--- src/rtl/stream_arb_pkg.sv ---
// Shared types and constants for the stream round-robin arbiter.
// Holds the output-stage state encoding and default widths.
package stream_arb_pkg;

    typedef enum logic {
        EMPTY = 1'b0,
        FULL  = 1'b1
    } out_state_e;

    localparam int unsigned DEF_DW  = 16;
    localparam int unsigned DEF_N   = 4;
    localparam int unsigned STALL_W = 16;

endpackage

--- src/rtl/rr_pick.sv ---
// Combinational round-robin picker: the first asserted request at or after
// ptr (wrapping modulo N) wins; gnt is one-hot, or all-zero when nothing is requested.
module rr_pick #(
    parameter int unsigned N  = 4,
    parameter int unsigned SW = $clog2(N)
) (
    input  logic [N-1:0]  req,
    input  logic [SW-1:0] ptr,
    output logic [N-1:0]  gnt,
    output logic [SW-1:0] gnt_idx
);

    logic        found;
    int unsigned j;

    always_comb begin
        gnt     = '0;
        gnt_idx = '0;
        found   = 1'b0;
        j       = 0;
        for (int unsigned i = 0; i < N; i++) begin
            // ptr is always below N, so a single subtraction wraps the index
            j = i + 32'(ptr);
            if (j >= N) begin
                j = j - N;
            end
            if (!found && req[j]) begin
                found      = 1'b1;
                gnt[j]     = 1'b1;
                gnt_idx    = SW'(j);
            end
        end
    end

endmodule

--- src/rtl/stream_rr_arbiter.sv ---
// N-to-1 stream arbiter: round-robin selection feeding a one-entry registered
// output stage, with a saturating counter of sink-stalled cycles.
module stream_rr_arbiter
    import stream_arb_pkg::*;
#(
    parameter int unsigned DW = DEF_DW,
    parameter int unsigned N  = DEF_N,
    parameter int unsigned SW = $clog2(N)
) (
    input  logic                clk,
    input  logic                rst,
    input  logic [N-1:0]        in_valid,
    input  logic [N*DW-1:0]     in_data,
    output logic [N-1:0]        in_ready,
    output logic                out_valid,
    output logic [DW-1:0]       out_data,
    output logic [SW-1:0]       out_src,
    input  logic                out_ready,
    output logic [STALL_W-1:0]  stall_cnt
);

    out_state_e         state_q, state_d;
    logic [SW-1:0]      ptr_q, ptr_d;
    logic [DW-1:0]      data_q, data_d;
    logic [SW-1:0]      src_q, src_d;
    logic [STALL_W-1:0] stall_q, stall_d;

    logic [N-1:0]       gnt;
    logic [SW-1:0]      gnt_idx;
    logic               slot_free;
    logic               accept;
    logic [DW-1:0]      win_data;

    rr_pick #(
        .N  (N),
        .SW (SW)
    ) u_pick (
        .req     (in_valid),
        .ptr     (ptr_q),
        .gnt     (gnt),
        .gnt_idx (gnt_idx)
    );

    always_comb begin
        win_data = '0;
        for (int unsigned i = 0; i < N; i++) begin
            if (gnt[i]) begin
                win_data = in_data[i*DW +: DW];
            end
        end
    end

    always_comb begin
        state_d   = state_q;
        ptr_d     = ptr_q;
        data_d    = data_q;
        src_d     = src_q;
        stall_d   = stall_q;
        slot_free = (state_q == EMPTY) || out_ready;
        // rst gates the grant so in_ready is low during reset regardless of in_valid
        accept    = slot_free && (|in_valid) && !rst;
        in_ready  = accept ? gnt : '0;

        case (state_q)
            EMPTY: begin
                if (accept) begin
                    state_d = FULL;
                end
            end
            FULL: begin
                if (!out_ready) begin
                    if (stall_q != '1) begin
                        stall_d = stall_q + 1'b1;
                    end
                end else if (!accept) begin
                    state_d = EMPTY;
                end
            end
            default: state_d = EMPTY;
        endcase

        if (accept) begin
            data_d = win_data;
            src_d  = gnt_idx;
            ptr_d  = (gnt_idx == SW'(N - 1)) ? '0 : gnt_idx + 1'b1;
        end
    end

    always_ff @(posedge clk or posedge rst) begin
        if (rst) begin
            state_q <= EMPTY;
            ptr_q   <= '0;
            data_q  <= '0;
            src_q   <= '0;
            stall_q <= '0;
        end else begin
            state_q <= state_d;
            ptr_q   <= ptr_d;
            data_q  <= data_d;
            src_q   <= src_d;
            stall_q <= stall_d;
        end
    end

    assign out_valid = (state_q == FULL);
    assign out_data  = data_q;
    assign out_src   = src_q;
    assign stall_cnt = stall_q;

endmodule

--- config.mk ---
export PLATFORM = sky130hd
export DESIGN_NAME = stream_rr_arbiter
export DESIGN_NICKNAME = d
export VERILOG_FILES = /design/src/rtl/stream_arb_pkg.sv /design/src/rtl/rr_pick.sv /design/src/rtl/stream_rr_arbiter.sv
export SDC_FILE = /design/constraint.sdc
export NUM_CORES = 1
export LEC_CHECK = 0
export ABC_AREA = 1
export CORE_MARGIN = 2
export CORE_UTILIZATION = 48
export CTS_CLUSTER_DIAMETER = 120
export DETAILED_ROUTE_END_ITERATION = 16
export PLACE_DENSITY = 0.88
export SLEW_MARGIN = 20
export SYNTH_ARGS = -nofsm -noshare
export SYNTH_HDL_FRONTEND = slang
export SYNTH_SLANG_ARGS = --single-unit
--- constraint.sdc ---
create_clock -name clk -period 4.3 [get_ports clk]
set_input_delay 0.43 -clock clk [delete_from_list [all_inputs] [get_ports clk]]
set_output_delay 0.43 -clock clk [all_outputs]
set_load 0.02 [all_outputs]
==> results of run 1 <==
[power breakdown]
group          leakage [nW]  internal, W  switching, W  total, W
Clock                0.0543     0.000174      0.000137  0.000310
Combinational          1.67     0.000743       0.00126   0.00200
Sequential            0.465     0.000469      0.000120  0.000590
Total                  2.19      0.00139       0.00151   0.00290
[cell families after synthesis]
kind of cell / Yosys count / share of synthesized area
compound gates: 32 / 0.0628
xor+xnor: 14 / 0.0410
fa+ha+maj: 7 / 0.0293
buf+inv: 86 / 0.123
flops: 37 / 0.310
simple gates: 259 / 0.434
[layer usage]
layer | global-route usage | vias to the layer above | wire length [um]
li1 | - | 1553 | -
met1 | 0.302 | 1416 | 3480
met2 | 0.427 | 126 | 4210
met3 | 0.0656 | 25 | 696
met4 | 0.104 | 0 | 303
met5 | 0 | - | 0
[cell type report]
type	instances	area, um2	area share
tap	75	93.8	0.0222
clock inverter	3	46.3	0.0109
sequential	37	926	0.219
clock buffer	5	68.8	0.0163
timing repair buffer	113	1120	0.265
inverter	74	280	0.0662
multi-input combinational	312	1700	0.401
[critical path, stage by stage (launching register included)]
cell,delay [ns]
dfrtp_1,0.55
inv_2,0.18
ha_1,0.37
inv_1,0.12
nand3_1,0.08
nand2_1,0.13
nand2_2,0.08
nor2_2,0.12
nand2_1,0.09
nand3_2,0.08
buf_4,0.25
nand2_1,0.08
inv_1,0.08
clkdlybuf4s50_1,0.61
[metrics by stage]
stage / util / power, W / cells / worst slack, ns
after global placement: 0.691 / 0.00252 / 611 / 1.16
final: 0.711 / 0.00290 / 619 / 0.732
after global routing: 0.711 / 0.00314 / 619 / 0.555
after floorplan: - / 0.00204 / 435 / 1.60
after detailed placement: 0.691 / 0.00258 / 611 / 1.06
after CTS: 0.711 / 0.00289 / 619 / 0.755
[registers in the layout, summed over array words and instances (netlist names), named ones only]
signal,cells
out_valid,1
stall_cnt,16
ptr_q,1
out_data,16
out_src,2
[worst min-delay path by stage]
stage	cells after the start	slack [ns]	to
4_1_cts	1	0.52	out_src[0]
6_report	1	0.51	out_src[0]
3_3_place_gp	1	0.49	out_src[1]
5_1_grt	1	0.52	out_src[0]
3_5_place_dp	1	0.50	out_src[0]
2_1_floorplan	1	0.53	out_valid
[layout by cell type (no fill, tap or decap), types with 2 or more instances in the layout]
cell type	instances
nand2_4	2
o21ai_0	5
nand2_1	148
a21boi_1	2
xnor2_1	4
clkdlybuf4s50_1	109
ha_1	7
inv_1	68
nor2_1	32
o21a_1	2
a21oi_1	20
nand4_1	7
dfrtp_1	37
nor2_4	2
nand3_2	21
nand2_2	9
xor2_1	10
nand3_4	3
nor3_1	2
clkbuf_8	5
inv_2	4
nor2_2	3
buf_4	4
nand3_1	25
[synthesized netlist by cell type]
cell / count / share of area
nand3b_1: 1 / 0.0025
a21oi_4: 1 / 0.0054
nor2_8: 1 / 0.0067
inv_1: 68 / 0.085
nor2_1: 32 / 0.040
a21oi_1: 20 / 0.033
a21boi_1: 2 / 0.0050
nand3_1: 25 / 0.042
inv_2: 4 / 0.0050
nand3_2: 21 / 0.070
nor2_2: 3 / 0.0063
o41ai_1: 1 / 0.0029
nor3_1: 2 / 0.0033
nor4_1: 1 / 0.0021
nand3_4: 3 / 0.018
and3_1: 1 / 0.0021
xor2_1: 10 / 0.029
buf_4: 2 / 0.0050
nand2_1: 148 / 0.19
o21ai_0: 5 / 0.0084
nand2_4: 2 / 0.0075
inv_4: 1 / 0.0021
nand2_2: 9 / 0.019
clkinv_1: 1 / 0.0013
dfrtp_1: 37 / 0.31
nand4_1: 7 / 0.015
nor2_4: 2 / 0.0075
a21o_1: 1 / 0.0025
ha_1: 7 / 0.029
buf_6: 4 / 0.015
buf_2: 4 / 0.0067
o21a_1: 2 / 0.0050
nand2_8: 1 / 0.0067
xnor2_1: 4 / 0.012
clkbuf_1: 2 / 0.0025
==> impl_results.md, run 1 <==
- Status: finished, final reports clean
- Drt wl/cell: 14.0 um
- Maximum clock frequency: between 200 and 300 MHz
- Die W: between 80 and 90 um
- CTS H-Tree Depth: 2
- GPL Wtd Cong: between 0.9 and 1
- Crit Path Max Fanout: 17
- Slew HR: 0.393
- Reg2Reg Depth: 15
- Clk buf depth: 2
- Syn_nets: 513
- DRC violations left: 0
- Io pins: 110
- Worst Setup EP: in_ready[0]
- Clock slew at reported path FFs: about 0.08 ns
- Layout cells sized above 1: 0.110
- Max Cap Viol: 0
- Vias post-DR: around 3100
- Setup TNS Final: 0 ns
- GR Util All Layers: 0.252
- Hold Slack: 0.512 ns
- Inserted Diodes: 0
- Least-Margin Pin Slew: around 0.91 ns
- CTS Buf Count: 5
- Largest net degree at the start of global routing: 38
- Initial core utilization: 0.502
- Hold Crit Class: reg2reg
- Element type at the critical path end: output port
- Clock Skews: around 0.004 ns
- Vias per cell: between 5 and 6
- Critical path class: reg2out
- CTS Sinks: 37
- Final net count: slightly above 600
- RSZ-0062 raised after global routing: false
- Synthesized flop and latch total: 37
- Initial antenna violation count: 0
- Total gr overflow: 0
- Critical Path RT: about 3.9 ns
- Synthesis Warnings: 0
- Final setup fails: 0
- Worst reg2reg setup slack: between 1.5 and 2 ns
- Register area share after synthesis: 0.310
- DP Area: about 4000 um2
- Detailed Routing Iterations Pass 1: 4
- Core area: a little under 6000 um2
- Reg2Reg Capture Point: out_data[4]
- Final-layout fill cell count: 470
- Netlist Area Pre-Place: between 2000 and 3000 um2
- Global-route wire length before repair: between 10 and 15 mm
- IO Port Bufs: between 100 and 150
- CTS tree: done
- Post-cts gate resize count: 0
- Maximum vdd drop: roughly 0.36 mV
- Worst min-delay path startpoint: out_src[0]
- # hold bufs at CTS: 0
- Synth Instances: about 440
- Crit path time final: ~3.6 ns
- Die Height: between 80 and 90 um
- Final Max Slew Viols: 0
- Clock Tree Root: clkbuf_8
- Core Rows: 28
- Antenna viol nets, final: 0
- Iter 0 DRT Violations: 158
- Total wire length: about 8.7 mm
- Final period utilization: 0.830
- Final Hold Viols: 0
- Clk_lat worst skew: between 0.2 and 0.3 ns
- Syn avg cell area: approximately 6.9 um2
- Area grow syn2layout: 41.6%
- Power Dens Cells: 685 nW/um2
- Die Footprint: between 6000 and 7000 um2
- Vias in the first global route: 3111
- P_leak: around 2.2 nW
- Post-synth cell types: 35
- CP arrival: between 3 and 4 ns
- Number of post-CTS setup repair buffers: 0
- Post-DP HPWL: 6.67 mm
- Final instance area: 4230 um2
- Crit start category: flip-flop
Note: power is estimated with default switching activity, not from simulation.
==> inputs of run 2 (changes only) <==
- CORE_UTILIZATION: 48 -> 41
- PLACE_DENSITY: 0.88 -> 0.8
- clock period: 4.3 -> 3.1 ns (I/O delays scaled with it)
==> run 2 against run 1 <==
  * Utilization down 11 points
  * Critical path depth is 1 lower
  * Routed wire length fell by 3.5%
  * Highest routed layer unchanged
==> impl_results.md, run 2 (synthesis results as in run 1) <==
- Maximum clock frequency: roughly 340 MHz
- Final Hold Viols: 0
- CTS tree: done
- Die W: approximately 89 um
- Detailed Routing Iterations Pass 1: 4
- Crit start category: flip-flop
- CTS Buf Count: 5
- Status: finished, final reports clean
- Maximum vdd drop: 0.511 mV
- CP bufs+invs: 4
- RSZ-0062 raised after global routing: false
- CP max stage delay: just over 0.6 ns
- Top delay family on crit path: buffers and inverters
- Io pins: 110
- Setup ws final: 0.116 ns
- Util after Layout: 0.604
- Final net count: between 600 and 700
- GR Util All Layers: 0.210
- Place WS: about 0.27 ns
- Reg2Reg Capture Point: out_data[6]
- Most common cell after layout, fill and taps aside: nand2_1
- Die Height: roughly 89 um
- Crit-path cells: inv_2 > ha_1 > inv_1 > nand3_1 > nand2_1 > nand2_2 > nor2_2 > nand2_1 > nand3_2 > nand2_1 > inv_1 > clkdlybuf4s50_1
- Area grow syn2layout: 44.2%
- IO Port Bufs: ~110
- Total gr overflow: 0
- Critical path class: reg2out
- Most frequent CP cell: nand2_1
- Iter 0 DRT Violations: 117
- # hold bufs at CTS: 0
- Vias post-DR: between 3000 and 4000
- Critical Path RT: between 2 and 3 ns
- Clk buf depth: 2
- CP max stage cell: clkdlybuf4s50_1
- FF+latch area: ~930 um2
- CP arrival: between 2 and 3 ns
- Final-layout fill cell count: between 600 and 700
- Layout cells sized above 1: 0.125
- Hold Crit Class: in2async
- Die Footprint: around 8000 um2
- CTS Sinks: 37
- Final period utilization: 0.963
- Antenna viol nets, final: 0
- Worst reg2reg setup slack: around 0.7 ns
- Area of the multi-input gates: approximately 1700 um2
- Vias per cell: around 4.8
- Global-route wire length before repair: around 13 mm
- Clock slew at reported path FFs: roughly 0.07 ns
- Clk_lat worst skew: roughly 0.3 ns
- Most frequent cells in the layout: nand2_1 (148), clkdlybuf4s50_1 (107), inv_1 (67)
- Power Dens Cells: between 900 and 1000 nW/um2
- Drt wl/cell: 12.9 um
- Crit path time final: around 3.0 ns
- DRC violations left: 0
- Clock Tree Root: clkbuf_8
- Crit Path Max Fanout: 10
- Vias in the first global route: roughly 2900
- Setup TNS Final: 0 ns
- Post-DP HPWL: 6.31 mm
- Element type at the critical path end: output port
- Slew HR: 0.615
- P_leak: 2.26 nW
- Core Rows: 31
- Final Max Slew Viols: 0
- CTS H-Tree Depth: 2
- Final setup fails: 0
- Initial core utilization: 0.419
- Max Cap Viol: 0
- Clock Skews: 0.00762 ns
- Core area: between 7000 and 8000 um2
- Largest net degree at the start of global routing: 38
- Initial antenna violation count: 0
- Reg2Reg Depth: 15
- GPL Wtd Cong: just under 0.9
- Inserted Diodes: 0
- Least-Margin Pin Slew: ~0.57 ns
- Total wire length: roughly 8.4 mm
==> run 2: cell count changes in the layout (fill, tap and decap cells not counted), sizes merged <==
cell           before  now
dlymetal6s2s        0    2
inv                73   74
buf                 4   10
clkinvlp            1    0
clkdlybuf4s50     109  107
==> run 2: final cells by class <==
| class | instances | area share |
|---|---|---|
| clock buffers | 5 | 0.0160 |
| repair buffers | 119 | 0.272 |
| flip-flops and latches | 37 | 0.215 |
| well taps | 99 | 0.0287 |
| multi-input cells | 312 | 0.393 |
| inverters | 74 | 0.0650 |
| clock inverters | 3 | 0.0102 |
==> run 2: metrics by stage <==
step | hold WS (ns) | total power [W] | instances | cell area [um2]
finish | 0.476 | 0.00409 | 649 | 4310
global route | 0.527 | 0.00444 | 649 | 4310
CTS | 0.497 | 0.00408 | 646 | 4280
detailed placement | 0.497 | 0.00362 | 638 | 4170
global placement | 0.494 | 0.00359 | 638 | 4170
floorplan | 0.406 | 0.00284 | 435 | 2990
==> run 2: worst reg2reg max path, delay by kind of cell, from the launching register on <==
family	cells	cell delay, ns
buffers and inverters	4	0.67
adders and majority gates	1	0.30
DFF	1	0.42
and+or+nand+nor	10	0.92
==> run 2: power breakdown <==
group          switching, W  total, W  leakage, nW  internal (W)
Clock              0.000191  0.000432       0.0585      0.000241
Sequential         0.000138  0.000792        0.463      0.000654
Combinational       0.00178   0.00287         1.74       0.00109
==> run 2: repair_timing <==
item | CTS | global route
pin swaps | 0 | 0
setup endpoints to repair | 4 | 4
buffers inserted | 0 | 3
gates resized for setup | 2 | 3
==> run 2: layer usage <==
metal / GRT usage / wire, um
met5: 0 / 0
met4: 0.0678 / 136
met3: 0.0462 / 561
met2: 0.373 / 4230
met1: 0.250 / 3460
==> run 2: worst max path at each step <==
| stage | cells after the start | to | startpoint |
|---|---|---|---|
| 3_5_place_dp | 12 | in_ready[2] | flip-flop |
| 5_1_grt | 12 | in_ready[2] | flip-flop |
| 6_report | 12 | in_ready[2] | flip-flop |
| 2_1_floorplan | 9 | out_data[3] | rst |
| 3_3_place_gp | 13 | in_ready[3] | flip-flop |
| 4_1_cts | 12 | in_ready[0] | ptr_q[1] |
==> edit 1 (settings of run 1) <==
Make the reset (`rst`) synchronous in one clocked block.
--- a/src/rtl/stream_rr_arbiter.sv
+++ b/src/rtl/stream_rr_arbiter.sv
@@ -86,7 +86,7 @@
         end
     end
 
-    always_ff @(posedge clk or posedge rst) begin
+    always_ff @(posedge clk) begin
         if (rst) begin
             state_q <= EMPTY;
             ptr_q   <= '0;
Function: differs if rst is asserted again (counterexample within 4 cycles, from zero or initial values and one cycle with rst high); with rst held inactive, the same outputs for 10 cycles.
==> edit 1 against run 1 <==
Count of clock-buffer cells in the layout is the same. Combinational power shrank 38%. Cell area shrank 3.3%. Wire length shrank 4.6%. Via count grew 4.2%. Synthesized area shrank 3.7%. Critical path depth shrank 2. Total power shrank 31%. Worst setup slack lost 0.17 ns. Sequential cell count is the same. Fmax shrank 4.5%. Critical path type unchanged. Highest routed layer unchanged.
==> edit 1: results (changes against run 1) <==
- Xor/xnor share of the synthesized area: 0.608% (-3.5 points)
- Yosys cell types: 41 (+17%)
- Top cells by area, synth: dfxtp_1 (26%), nand2_1 (22%), inv_1 (8.5%), a21oi_1 (6.8%), nand3_2 (4.9%)
- Compound-gate portion of the synthesized area: 15.5% (+9.2 points)
- Final Non-Filler Cells: 637 (+2.9%)
- Pre-antenna DRT Iters: 5 (+1)
- Primary FF master, synth: dfxtp_1
- Post-Syn Area per Cell: 6.29 um^2 (-8.5%)
- Worst vdd ir: 0.332 mV (-7.0%)
- Post-Synth Adder-Cell Area: 3.04% (+0.11 points)
- Sw Pwr: 0.943 mW (-38%)
- Hpwl dp: 6260 um (-6.2%)
- Placed cell area: 0.00398 mm^2 (-3.4%)
- CP delay by family, top: simple AND/OR/NAND/NOR gates
- Dpl ws: 0.933 ns (-0.125 ns)
- Post-synthesis sequential area ratio: 25.7% (-5.2 points)
- Worst r2r path cells: 13 (-2)
- Leak: 1.78 nW (-19%)
- Share of layout cells above drive strength 1: 10.5% (-0.53 points)
- DRT iter0 DRCs: 218 (+38%)
- Outcome: completed
- Placed insts: 629 (+2.9%)
- RD Place Congestion: 0.926 (-5.9%)
- Ys async rst share: 0% (-100 points)
- Max incr delay on CP: 0.59 ns (-0.02 ns)
- Largest net degree at the start of global routing: 34 (-11%)
- Crit-path max FO: 33 (+16)
- Worst hold path stage count: 2 (+1)
- Net Count, Synth: 536 (+4.5%)
- Wire length of the first global-routing pass: 13200 um (-7.9%)
- Commonest cells post-synth: nand2_1 (168), inv_1 (65), a21oi_1 (39)
- Fin Clk Skew: 0.00722 ns (+0.00323 ns)
edit 1: cell types whose count changed in the layout (fill, tap and decap cells not counted), moves of 3 or more:
cell | run 1 | this run
a21oi_1 | 20 | 39
a21oi_2 | 0 | 9
dfrtp_1 | 37 | 0
dfxtp_1 | 0 | 37
inv_1 | 68 | 65
nand2_1 | 148 | 168
nand3_2 | 21 | 14
nor2_1 | 32 | 9
nor3_1 | 2 | 7
nor4_1 | 1 | 4
o21ai_0 | 5 | 14
xnor2_1 | 4 | 1
xor2_1 | 10 | 1
edit 1: worst register-to-register path, delay by kind of cell (launching register included):
family,cells,cell delay [ns]
AND/OR/NAND/NOR,7,0.98
flip-flops,1,0.56
AO/OA/AOI/OAI,3,0.56
adder cells (fa/ha/maj),1,0.40
buffers and inverters,2,0.28
edit 1: final cells by class:
type | instances | area, um^2
fill | 469 | 1760
clock inverter | 3 | 46.3
timing repair buffer | 113 | 1120
multi-input combinational | 336 | 1770
inverter | 68 | 255
clock buffer | 5 | 68.8
tap | 75 | 93.8
sequential | 37 | 741
edit 1: cells by family (layout without fill, tap and decap cells):
logic type,after synthesis,in the layout
AND/OR/NAND/NOR,255,255
buffers and inverters,85,189
AO/OA/AOI/OAI,72,72
flip-flops,37,37
adder cells (fa/ha/maj),7,7
XOR/XNOR,2,2
edit 1: power groups by stage:
stage / clock, mW / combinational, mW / sequential (mW)
after floorplan: 0 / 0.846 / 0.519
after global placement: 0 / 1.21 / 0.456
after detailed placement: 0 / 1.23 / 0.457
after CTS: 0.314 / 1.24 / 0.452
after global routing: 0.326 / 1.38 / 0.461
final: 0.308 / 1.24 / 0.453
edit 1: worst paths after layout:
path	start	to	slack, ns
min	stall_cnt[8]	stall_cnt[8]	0.50
max	flip-flop	in_ready[2]	0.56
max reg2reg	flip-flop	out_data[10]	1.46
min reg2reg	stall_cnt[8]	stall_cnt[8]	0.50
edit 1: routing by layer:
layer  GRT usage (%)  part of all wire (%)  vias up  wire length, um
met1            29.9                    42     1465             3470
met2            47.0                    52      115             4310
li1                -                     -     1655                -
met3            2.09                   4.1       17              344
met5               0                     0        -                0
met4            7.80                   2.1        0              171
==> edit 2 (settings of run 1) <==
Without the edit above. The package constant `DEF_DW` goes from 16 to 32.
--- a/src/rtl/stream_arb_pkg.sv
+++ b/src/rtl/stream_arb_pkg.sv
@@ -7,7 +7,7 @@
         FULL  = 1'b1
     } out_state_e;
 
-    localparam int unsigned DEF_DW  = 16;
+    localparam int unsigned DEF_DW  = 32;
     localparam int unsigned DEF_N   = 4;
     localparam int unsigned STALL_W = 16;
 
Ports: changed (resized in_data and out_data); port bits go from 110 to 190. The function was not compared with the original's and may differ.
==> edit 2 against run 1 <==
Synthesized area rose by 31%. Worst setup slack improved by 0.22 ns. Wire length rose by 50%. Cell area rose by 39%. Total power rose by 51%. Sequential share of layout area rose by 0.65 points. Die area rose by 29%. Final cell count rose by 44%. First-iteration DRC count rose by 30%. Sequential cell count rose by 16. Critical path depth rose by 1. Non-clock buffer count rose by 82.
==> edit 2: results (changes against run 1) <==
- RD Place Congestion: 0.999 (+1.6%)
- Pre-antenna DRT Iters: 5 (+1)
- M1 GR Usage: 38.1% (+7.9 points)
- Final #Nets: 931 (+50%)
- Hold WS: 0.485 ns (-0.0265 ns)
- Crit-path max FO: 9 (-8)
- Hold path start: out_data[5]
- Wire length of the first global-routing pass: 20200 um (+41%)
- GR Util All Layers: 29.1% (+3.9 points)
- Met2 Resource Use GR: 47.0% (+4.4 points)
- Post-synthesis sequential area ratio: 34.0% (+3.0 points)
- CP arrival: 2.92 ns (-0.22 ns)
- Skew-Pair Late Insertion Delay: 0.32 ns (+0.03 ns)
- DRT iter0 DRCs: 205 (+30%)
- Outcome: completed
- FILL cells: 629 (+34%)
- Hpwl dp: 9640 um (+45%)
- Yosys cell types: 29 (-17%)
- R2r setup slk: 1.27 ns (-0.43 ns)
- Fin Clk Skew: 0.0140 ns (+0.0100 ns)
- Max incr delay on CP: 0.59 ns (-0.02 ns)
- Largest net degree at the start of global routing: 65 (+71%)
- Vias per inst: 5.01 (-0.69%)
- Placed cell area: 0.00579 mm^2 (+41%)
- Overall routed net length: 13000 um (+50%)
- Commonest cells post-synth: nand2_1 (260), a21oi_1 (98), inv_1 (82)
- CTS clk-pin slew, worst paths: 0.10 ns (+0.02 ns)
- Leak: 3.12 nW (+42%)
- Vias in the first global route: 4127 (+33%)
- Net Count, Synth: 759 (+48%)
==> edit 2: cell count changes after synthesis, moves of 7 or more <==
cell	before	now
nand2_1	148	260
nand3_2	21	4
nor2_1	32	16
a21oi_1	20	98
buf_2	4	11
dfrtp_1	37	53
inv_1	68	82
==> edit 2: final cells by class <==
cell class                 instances  area [um^2]  share of cell area (%)
tap                              102          128                    2.17
clock buffer                       5         68.8                    1.17
inverter                          87          327                    5.55
sequential                        53         1330                    22.5
clock inverter                     3         26.3                   0.446
timing repair buffer             195         1940                    32.9
multi-input combinational        447         2070                    35.2
==> edit 2: logic make-up after synthesis <==
group | after synthesis | share of synthesized area [%]
and+or+nand+nor | 317 | 33.1
buffers and inverters | 117 | 13.1
AOI/OAI and AO/OA | 109 | 14.4
DFF | 53 | 34.0
xor gates and xnor gates | 14 | 3.14
adders and majority gates | 7 | 2.24
==> edit 2: stage by stage <==
stage	std cells	power, mW	setup slack [ns]	utilization (%)
after floorplan	617	3.19	1.52	-
after global placement	884	4.00	1.32	74.2
after detailed placement	884	4.07	1.28	74.2
after CTS	892	4.37	0.944	75.4
after global routing	892	4.83	0.738	75.4
final	892	4.37	0.947	75.4
==> edit 2: metal layers <==
| metal | share of wire (%) | up-vias |
|---|---|---|
| met1 | 42 | 1989 |
| li1 | - | 2242 |
| met4 | 2.1 | 0 |
| met2 | 45 | 212 |
| met5 | 0 | - |
| met3 | 10 | 22 |
==> edit 2: final timing paths <==
| kind | endpoint | depth (start not counted) |
|---|---|---|
| max in group asynchronous | out_src[1] | 3 |
| hold reg to reg | out_data[5] | 2 |
| setup reg to reg | out_data[26] | 16 |
| hold / removal | out_data[5] | 2 |
| setup / recovery | in_ready[3] | 14 |
| min in group asynchronous | out_data[1] | 3 |
==> edit 2: worst register-to-register path: cells and delay by family, from the launching register on <==
kind,cells,cell delay [ns]
adders and majority gates,1,0.37
and+or+nand+nor,10,0.98
DFF,1,0.54
buffers and inverters,5,1.10
==> edit 2: report_power, final <==
group	switching, mW	total, mW	internal (mW)
Clock	0.178	0.297	0.119
Combinational	2.02	3.23	1.21
Sequential	0.160	0.846	0.686
Total	2.36	4.37	2.01
